## src/rtl/noc_flit_injector.sv

```systemverilog
// Per-port NoC initiator: buffers flits, requests the crossbar arbiter and streams packets while granted.
// Optional starvation detector enabled by defining NOC_INJ_STARVE_DETECT_EN.
module noc_flit_injector #(
  parameter int DATA_W     = 32,
  parameter int DEPTH      = 8,
  parameter int AW         = 3,
  parameter int WAIT_LIMIT = 1023
) (
  input  logic              clk,
  input  logic              rst,
  input  logic              in_valid,
  output logic              in_ready,
  input  logic [DATA_W-1:0] in_data,
  output logic              req,
  input  logic              grant,
  output logic              flit_valid,
  output logic [DATA_W-1:0] flit_data,
  output logic [2:0]        flit_id,
  output logic [11:0]       length,
  output logic              busy,
  output logic              starve_err
);

  localparam logic [1:0] S_IDLE = 2'd0;
  localparam logic [1:0] S_REQ  = 2'd1;
  localparam logic [1:0] S_SEND = 2'd2;
  localparam logic [1:0] S_GAP  = 2'd3;

  localparam logic [2:0] ID_NONE = 3'b000;
  localparam logic [2:0] ID_HEAD = 3'b001;
  localparam logic [2:0] ID_BODY = 3'b010;
  localparam logic [2:0] ID_TAIL = 3'b100;

  if (DATA_W < 12 || DEPTH < 2 || DEPTH != (1 << AW) || WAIT_LIMIT < 1 || WAIT_LIMIT > 65535)
  begin : g_bad_params
    $error("noc_flit_injector: illegal parameter combination");
  end

  logic [DATA_W-1:0] mem [DEPTH];
  logic [AW-1:0]     wr_ptr;
  logic [AW-1:0]     rd_ptr;
  logic [AW:0]       count;
  logic              full;
  logic              empty;
  logic              wr_en;
  logic              pop;

  logic [1:0]        state;
  logic [11:0]       sent;
  logic [11:0]       len_q;
  logic [11:0]       head_raw;
  logic [11:0]       head_len;
  logic              is_tail;

  assign full     = (count == (AW+1)'(DEPTH));
  assign empty    = (count == '0);
  assign in_ready = !full;
  assign wr_en    = in_valid && in_ready;
  assign pop      = flit_valid;

  // NOTE: the storage array has no reset; only pointers and count define what is valid.
  always_ff @(posedge clk) begin
    if (wr_en) mem[wr_ptr] <= in_data;
  end

  always_ff @(posedge clk) begin
    if (rst) begin
      wr_ptr <= '0;
      rd_ptr <= '0;
      count  <= '0;
    end else begin
      // NOTE: non-blocking assignments keep all registers updating from pre-edge values.
      if (wr_en) wr_ptr <= wr_ptr + 1'b1;
      if (pop)   rd_ptr <= rd_ptr + 1'b1;
      case ({wr_en, pop})
        2'b10:   count <= count + 1'b1;
        2'b01:   count <= count - 1'b1;
        default: count <= count;
      endcase
    end
  end

  // Header length field; 0 or 1 still means header + tail.
  assign head_raw = mem[rd_ptr][11:0];
  assign head_len = (head_raw < 12'd2) ? 12'd2 : head_raw;
  assign is_tail  = (sent == len_q - 12'd1);

  always_ff @(posedge clk) begin
    if (rst) begin
      state <= S_IDLE;
      len_q <= '0;
      sent  <= '0;
    end else begin
      case (state)
        S_IDLE: if (!empty) begin
          len_q <= head_len;
          sent  <= '0;
          state <= S_REQ;
        end
        S_REQ: if (grant) state <= S_SEND;
        S_SEND: begin
          if (pop) begin
            sent <= sent + 12'd1;
            if (is_tail) state <= S_GAP;
          end else if (!grant) begin
            state <= S_REQ;
          end
        end
        S_GAP:   state <= S_IDLE;
        default: state <= S_IDLE;
      endcase
    end
  end

  assign req        = (state == S_REQ) || (state == S_SEND);
  assign busy       = (state != S_IDLE);
  assign flit_valid = (state == S_SEND) && grant && !empty;
  assign flit_data  = mem[rd_ptr];
  assign length     = len_q;

  // NOTE: defaulting the output first in always_comb prevents an inferred latch.
  always_comb begin
    flit_id = ID_NONE;
    if (flit_valid) begin
      if (sent == '0)   flit_id = ID_HEAD;
      else if (is_tail) flit_id = ID_TAIL;
      else              flit_id = ID_BODY;
    end
  end

`ifdef NOC_INJ_STARVE_DETECT_EN
  logic [15:0] wait_cnt;
  logic        starve_hit;

  assign starve_hit = (state == S_REQ) && !grant && (wait_cnt == 16'(WAIT_LIMIT - 1));
  assign starve_err = starve_hit;

  // Counts ungranted REQ cycles; cleared when the grant arrives or the port goes idle.
  always_ff @(posedge clk) begin
    if (rst || state == S_IDLE) begin
      wait_cnt <= '0;
    end else if (state == S_REQ) begin
      if (grant || starve_hit) wait_cnt <= '0;
      else                     wait_cnt <= wait_cnt + 16'd1;
    end
  end
`else
  assign starve_err = 1'b0;
`endif

endmodule

```

## config.mk

```make
export PLATFORM = sky130hd
export DESIGN_NAME = noc_flit_injector
export DESIGN_NICKNAME = d
export VERILOG_FILES = /design/src/rtl/noc_flit_injector.sv
export SDC_FILE = /design/constraint.sdc
export NUM_CORES = 1
export LEC_CHECK = 0
export ABC_AREA = 1
export CAP_MARGIN = 15
export CORE_MARGIN = 5
export CORE_UTILIZATION = 52
export DETAILED_ROUTE_END_ITERATION = 12
export DONT_BUFFER_PORTS = 1
export GPL_ROUTABILITY_DRIVEN = 0
export PLACE_DENSITY = 0.71
export SLEW_MARGIN = 25
export SYNTH_ARGS = -nofsm -noshare
export SYNTH_HDL_FRONTEND = slang
export SYNTH_SLANG_ARGS = --single-unit
```

## constraint.sdc

```tcl
create_clock -name clk -period 3.55 [get_ports clk]
set_clock_uncertainty 0.2 [all_clocks]
set_input_delay 0.71 -clock clk [delete_from_list [all_inputs] [get_ports clk]]
set_output_delay 0.71 -clock clk [all_outputs]
set_load 0.01 [all_outputs]
```

Word-level counts from Yosys, hierarchy flattened
Memory sizes are Yosys's and may differ from the RTL's. A register that Yosys moved wholly into a read port is not among the register bits.
Index checks and enable logic that the tools add are counted.
{"block": "totals", "reg_bits": 36, "mem_bits_ro": 0, "latch_bits": 0, "memories": 1, "inputBits": 36, "ram_bits": 256, "wordCells": 60}
{"block": "classes", "n_lt_le_gt_ge": 1, "n_mux": 18, "n_addsub": 6, "n_eq_ne": 12, "shift": 0, "multipliers": 0, "div_mod_pow": 0, "bitwise_logic": 1, "n_reduce_logical": 15}
{"memory": "mem", "depth": 8, "width": 32, "read_ports": 1, "rd_ports_with_merged_regs": 1, "wr": 1, "line_no": "39", "text": "logic [DATA_W-1:0] mem [DEPTH];"}
{"operator": "$mux 12", "count": 3}
{"operator": "$pmux 12 s2", "count": 1}
{"operator": "$mux 3", "count": 5}
{"operator": "$add 12x1->12 const B", "count": 1}
{"operator": "$eq 12x12->1", "count": 1}
{"operator": "$logic_not 12->1", "count": 1}
{"operator": "$lt 12x2->1 const B", "count": 1}
{"operator": "$sub 12x1->12 const B", "count": 1}
{"operator": "$mux 2", "count": 5}
{"operator": "$pmux 2 s4", "count": 1}
{"operator": "$pmux 4 s2", "count": 1}
{"operator": "$add 3x1->3 const B", "count": 2}
{"operator": "$eq 2x2->1 const B", "count": 3}
{"operator": "$ne 2x2->1 const B", "count": 3}
{"operator": "$ne 3x3->1 const B", "count": 2}
{"operator": "$reduce_bool 2->1", "count": 3}
{"operator": "$add 4x1->4 const B", "count": 1}
{"operator": "$eq 2x1->1 const B", "count": 2}
{"operator": "$eq 4x4->1 const B", "count": 1}
{"operator": "$logic_not 4->1", "count": 1}
{"operator": "$reduce_and 4->1", "count": 1}
{"operator": "$sub 4x1->4 const B", "count": 1}
{"operator": "$logic_and 1x1->1", "count": 3}
{"operator": "$reduce_and 3->1", "count": 1}
{"operator": "other kinds (6)", "count": 8}

Longest topological paths before layout
{"block": "depth", "depth_word": 5, "ltp_mapped": 15}

Worst setup path after synthesis
OpenSTA, ideal clock, no wires.
{"block": "synth_path", "path_type": "input to register", "from": "input in_valid", "to": "memory mem[0][0] (enable)", "path_stages": 4, "path_slack_ps": 563, "t_required_ps": 2929, "arrival_ps": 2366, "cell_sequence": "nand2_1 -> inv_1 -> nand2_1 -> nor2_1"}
{"block": "synth_via", "elab_chain_len": 3}
{"element": "start, declared", "line_no": "11", "text": "input logic in_valid,"}
{"element": "$logic_and 1x1->1", "line_no": "58", "text": "assign wr_en = in_valid && in_ready;"}
{"element": "$mux 1", "line_no": "63", "text": "if (wr_en) mem[wr_ptr] <= in_data;"}
{"element": "$mux 1 (not written as such)", "line_no": "63"}
{"element": "end, declared", "line_no": "39"}
Every way passes these cells.

Worst setup path after layout
{"block": "layout_path", "from": "register len_q[0] (netlist: length[0])", "to": "output flit_id[2]"}
{"block": "layout_via", "elab_chain_len": 5}
{"element": "start, declared", "line_no": "50", "text": "logic [11:0] len_q;"}
{"element": "start signal, assigned", "line_no": "96", "text": "len_q <= head_len;"}
{"element": "$sub 12x1->12", "line_no": "86", "text": "assign is_tail = (sent == len_q - 12'd1);"}
{"element": "$eq 12x12->1", "line_no": "86"}
{"element": "$mux 3", "line_no": "126", "text": "else if (is_tail) flit_id = ID_TAIL;"}
{"element": "$mux 3", "line_no": "125", "text": "if (sent == '0) flit_id = ID_HEAD;"}
{"element": "$mux 3", "line_no": "124", "text": "if (flit_valid) begin"}
{"element": "end, declared", "line_no": "18", "text": "output logic [2:0] flit_id,"}
Every way passes these cells.

==> flow_metrics.tcl <==
set metrics [dict create \
    status "finished clean" \
    drive_gt1_frac 0.1030 \
    htreeDepth 1 \
    fp.dieW_um 163.6 \
    r2r_start "state[0]" \
    min_to "wr_ptr[0]" \
    syn_nets 1129 \
    insertion_delay_ns 0.57 \
    tightestPinTransition_ns 0.7057 \
    peakVddDrop_v 0.0004706 \
    avgSynthCellArea_um2 11.36 \
    worstPathMaxFanout 4 \
    numPortBuffers 0 \
    cts.sinks 295 \
    path_clk_slew_ns 0.06 \
    final_net_count 1143 \
    dp_slack_ns 0.8313 \
    holdBufCountCts 0 \
    start_kind "flip-flop" \
    yosys_register_bits 295 \
    setup-tns-final_ns 0 \
    routedWlPerCell_um 18.10 \
    fin_crit_sh 0.9178 \
    diodes 0 \
    coreArea_mm2 0.02333 \
    grt_pass1_wl_mm 41.26 \
    overflow 0 \
    finalMaxSlewViolations 0 \
    setup_viol_count_final 0 \
    worstHoldStart "rst" \
    firstDrtPassIters 5 \
    synthDistinctLibCells 39 \
    syn_area_mm2 0.01227 \
    max_freq_mhz 306.9 \
    tritoncts "yes" \
    drc 0 \
    r2r_end "count[3]" \
    crit_family "simple AND/OR/NAND/NOR gates" \
    worstRegToRegCells 14 \
    wl_mm 26.00 \
    ios 88 \
    seq_area_frac_synth 0.6900 \
    power.leakage_nw 4.772 \
    r2r_slack_ns 1.02 \
    drt-initial-drc-count 662 \
    root_buffer "clkbuf_16" \
    critPathRequiredTime_ns 2.64 \
    hold_path.class "input port to flip-flop" \
    dieArea_mm2 0.02677 \
    clock_path_buffers 3 \
    synthCells 1080 \
    cp-end-kind "output port" \
    hold_depth 1 \
    fin_ws_ns 0.2917 \
    powerDensity_mw_per_mm2 610.3 \
    critPathMaxStageDelay_ns 0.44 \
    hpwl_mm 15.11 \
    finalHoldViolCount 0 \
    cts_made_buffers 30 \
    path_buf_inv 1 \
    cp_data_arrival_time_ns 2.35 \
    crit_type "flip-flop to output port" \
    critical-path-slowest-cell "dfxtp_1" \
    area_growth_pct 12.15 \
    rsz0062_at_grt "false" \
    via_per_inst 5.554 \
    die_h_um 163.6 \
    vias 7976 \
    rows 56 \
    antenna_found_initial 0 \
    grt_start_max_net_pins 87 \
    timing.slew.headroom 0.5284 \
    start_util 0.5260 \
    ant_nets 0 \
    crit_chain "inv_1 -> ha_1 -> nand2_1 -> nor2_1 -> nand2_1 -> nand3_1 -> nor2_1 -> nand2_1 -> nor2_1 -> nand3_1 -> nor2_2" \
    max_cap_viol_count 0 \
    grt_pass1_vias 7662 \
    finalCriticalPeriod_ns 3.258 \
    grtUsageTotal 0.1947 \
    yosys_warnings 0 \
]
==> power breakdown <==
part           switching, mW  internal [mW]
clock                   1.26           1.70
combinational          0.888          0.465
sequential             0.165           3.92
total                   2.32           6.08
==> cell usage in the layout (no fill, tap or decap), drive strengths merged, types with 7 or more instances in the layout <==
| master | instances |
|---|---|
| nor2 | 255 |
| ha | 12 |
| buf | 39 |
| edfxtp | 256 |
| a31oi | 21 |
| nand2 | 84 |
| clkinv | 18 |
| dfxtp | 39 |
| o21ai | 169 |
| nand3 | 25 |
| clkbuf | 36 |
| inv | 56 |
| o22ai | 32 |
| o211ai | 10 |
| xor2 | 7 |
| a21oi | 35 |
==> synthesized netlist by cell type, drive strengths merged <==
cell	n	area share
edfxtp	256	0.63
nor2	255	0.079
o21ai	169	0.071
nand2	84	0.026
inv	57	0.017
dfxtp	39	0.064
a21oi	35	0.015
buf	33	0.018
o22ai	32	0.016
nand3	25	0.011
clkbuf	24	0.0074
a31oi	21	0.011
ha	12	0.012
o211ai	10	0.0061
xor2	7	0.0050
a211oi	3	0.0018
nand4	3	0.0015
xnor2	3	0.0021
a221oi	2	0.0014
nand3b	2	0.0012
nor3	2	0.00082
nor4	2	0.0010
clkinv	1	0.00031
conb	1	0.00031
fa	1	0.0016
or2	1	0.00071
==> logic make-up (layout without fill, tap and decap cells) <==
family	Yosys count	in the layout	synth area share
AND/OR/NAND/NOR	374	374	0.1222
flip-flops	295	295	0.6900
AO/OA/AOI/OAI	272	272	0.1229
buffers and inverters	115	152	0.04354
adder cells (fa/ha/maj)	13	13	0.01387
XOR/XNOR	10	10	0.007138
other	1	1	0.0003056
==> metal layers <==
metal,routed length (um),share of wire,up-vias,global-route usage
li1,-,-,3851,-
met1,11220,0.43,3851,0.2618
met2,12740,0.49,238,0.3343
met3,1613,0.062,36,0.03684
met4,420,0.016,0,0.03927
met5,0,0,-,0
==> state kept, by name (all words and copies together) (netlist names), named ones only <==
register,flops
length,12
wr_ptr,3
sent,12
count,4
rd_ptr,3
state,2
mem,256
==> worst max path at each step <==
| stage | startpoint | to | cells after the start |
|---|---|---|---|
| 6_report | length[0] | flit_id[2] | 11 |
| 4_1_cts | length[0] | flit_id[2] | 11 |
| 3_5_place_dp | length[0] | flit_id[2] | 11 |
| 5_1_grt | length[0] | flit_id[2] | 11 |
| 3_3_place_gp | length[0] | flit_id[2] | 10 |
| 2_1_floorplan | in_valid | mem[0][0] | 4 |
==> layout make-up <==
class                   count  area [um^2]
clock buffers              36        773.2
multi-input cells         670         3332
repair buffers             39        405.4
clock inverters            19        161.4
flip-flops and latches    295         8473
well taps                 319        399.1
inverters                  58        219.0
fillers                  1821         9569
==> metrics by stage <==
step / hold WS, ns / instance area (um^2) / instances / total power, mW / utilization
after global placement: 0.2528 / 12830 / 1381 / 5.488 / 0.5497
after CTS: 0.005887 / 13760 / 1436 / 8.462 / 0.5898
final: 0.02790 / 13760 / 1436 / 8.399 / 0.5899
after global routing: 0.003711 / 13760 / 1436 / 8.817 / 0.5899
after detailed placement: 0.2794 / 12830 / 1381 / 5.517 / 0.5497
after floorplan: 0.2334 / 12270 / 1080 / 5.121 / -
==> timing repair <==
item | in CTS | in global routing
gates resized for setup | 0 | 1
endpoints found under the hold margin | 0 | 0
buffers inserted | 0 | 0
setup endpoints to repair | 0 | 1
Power figures use the tool's default switching activity.
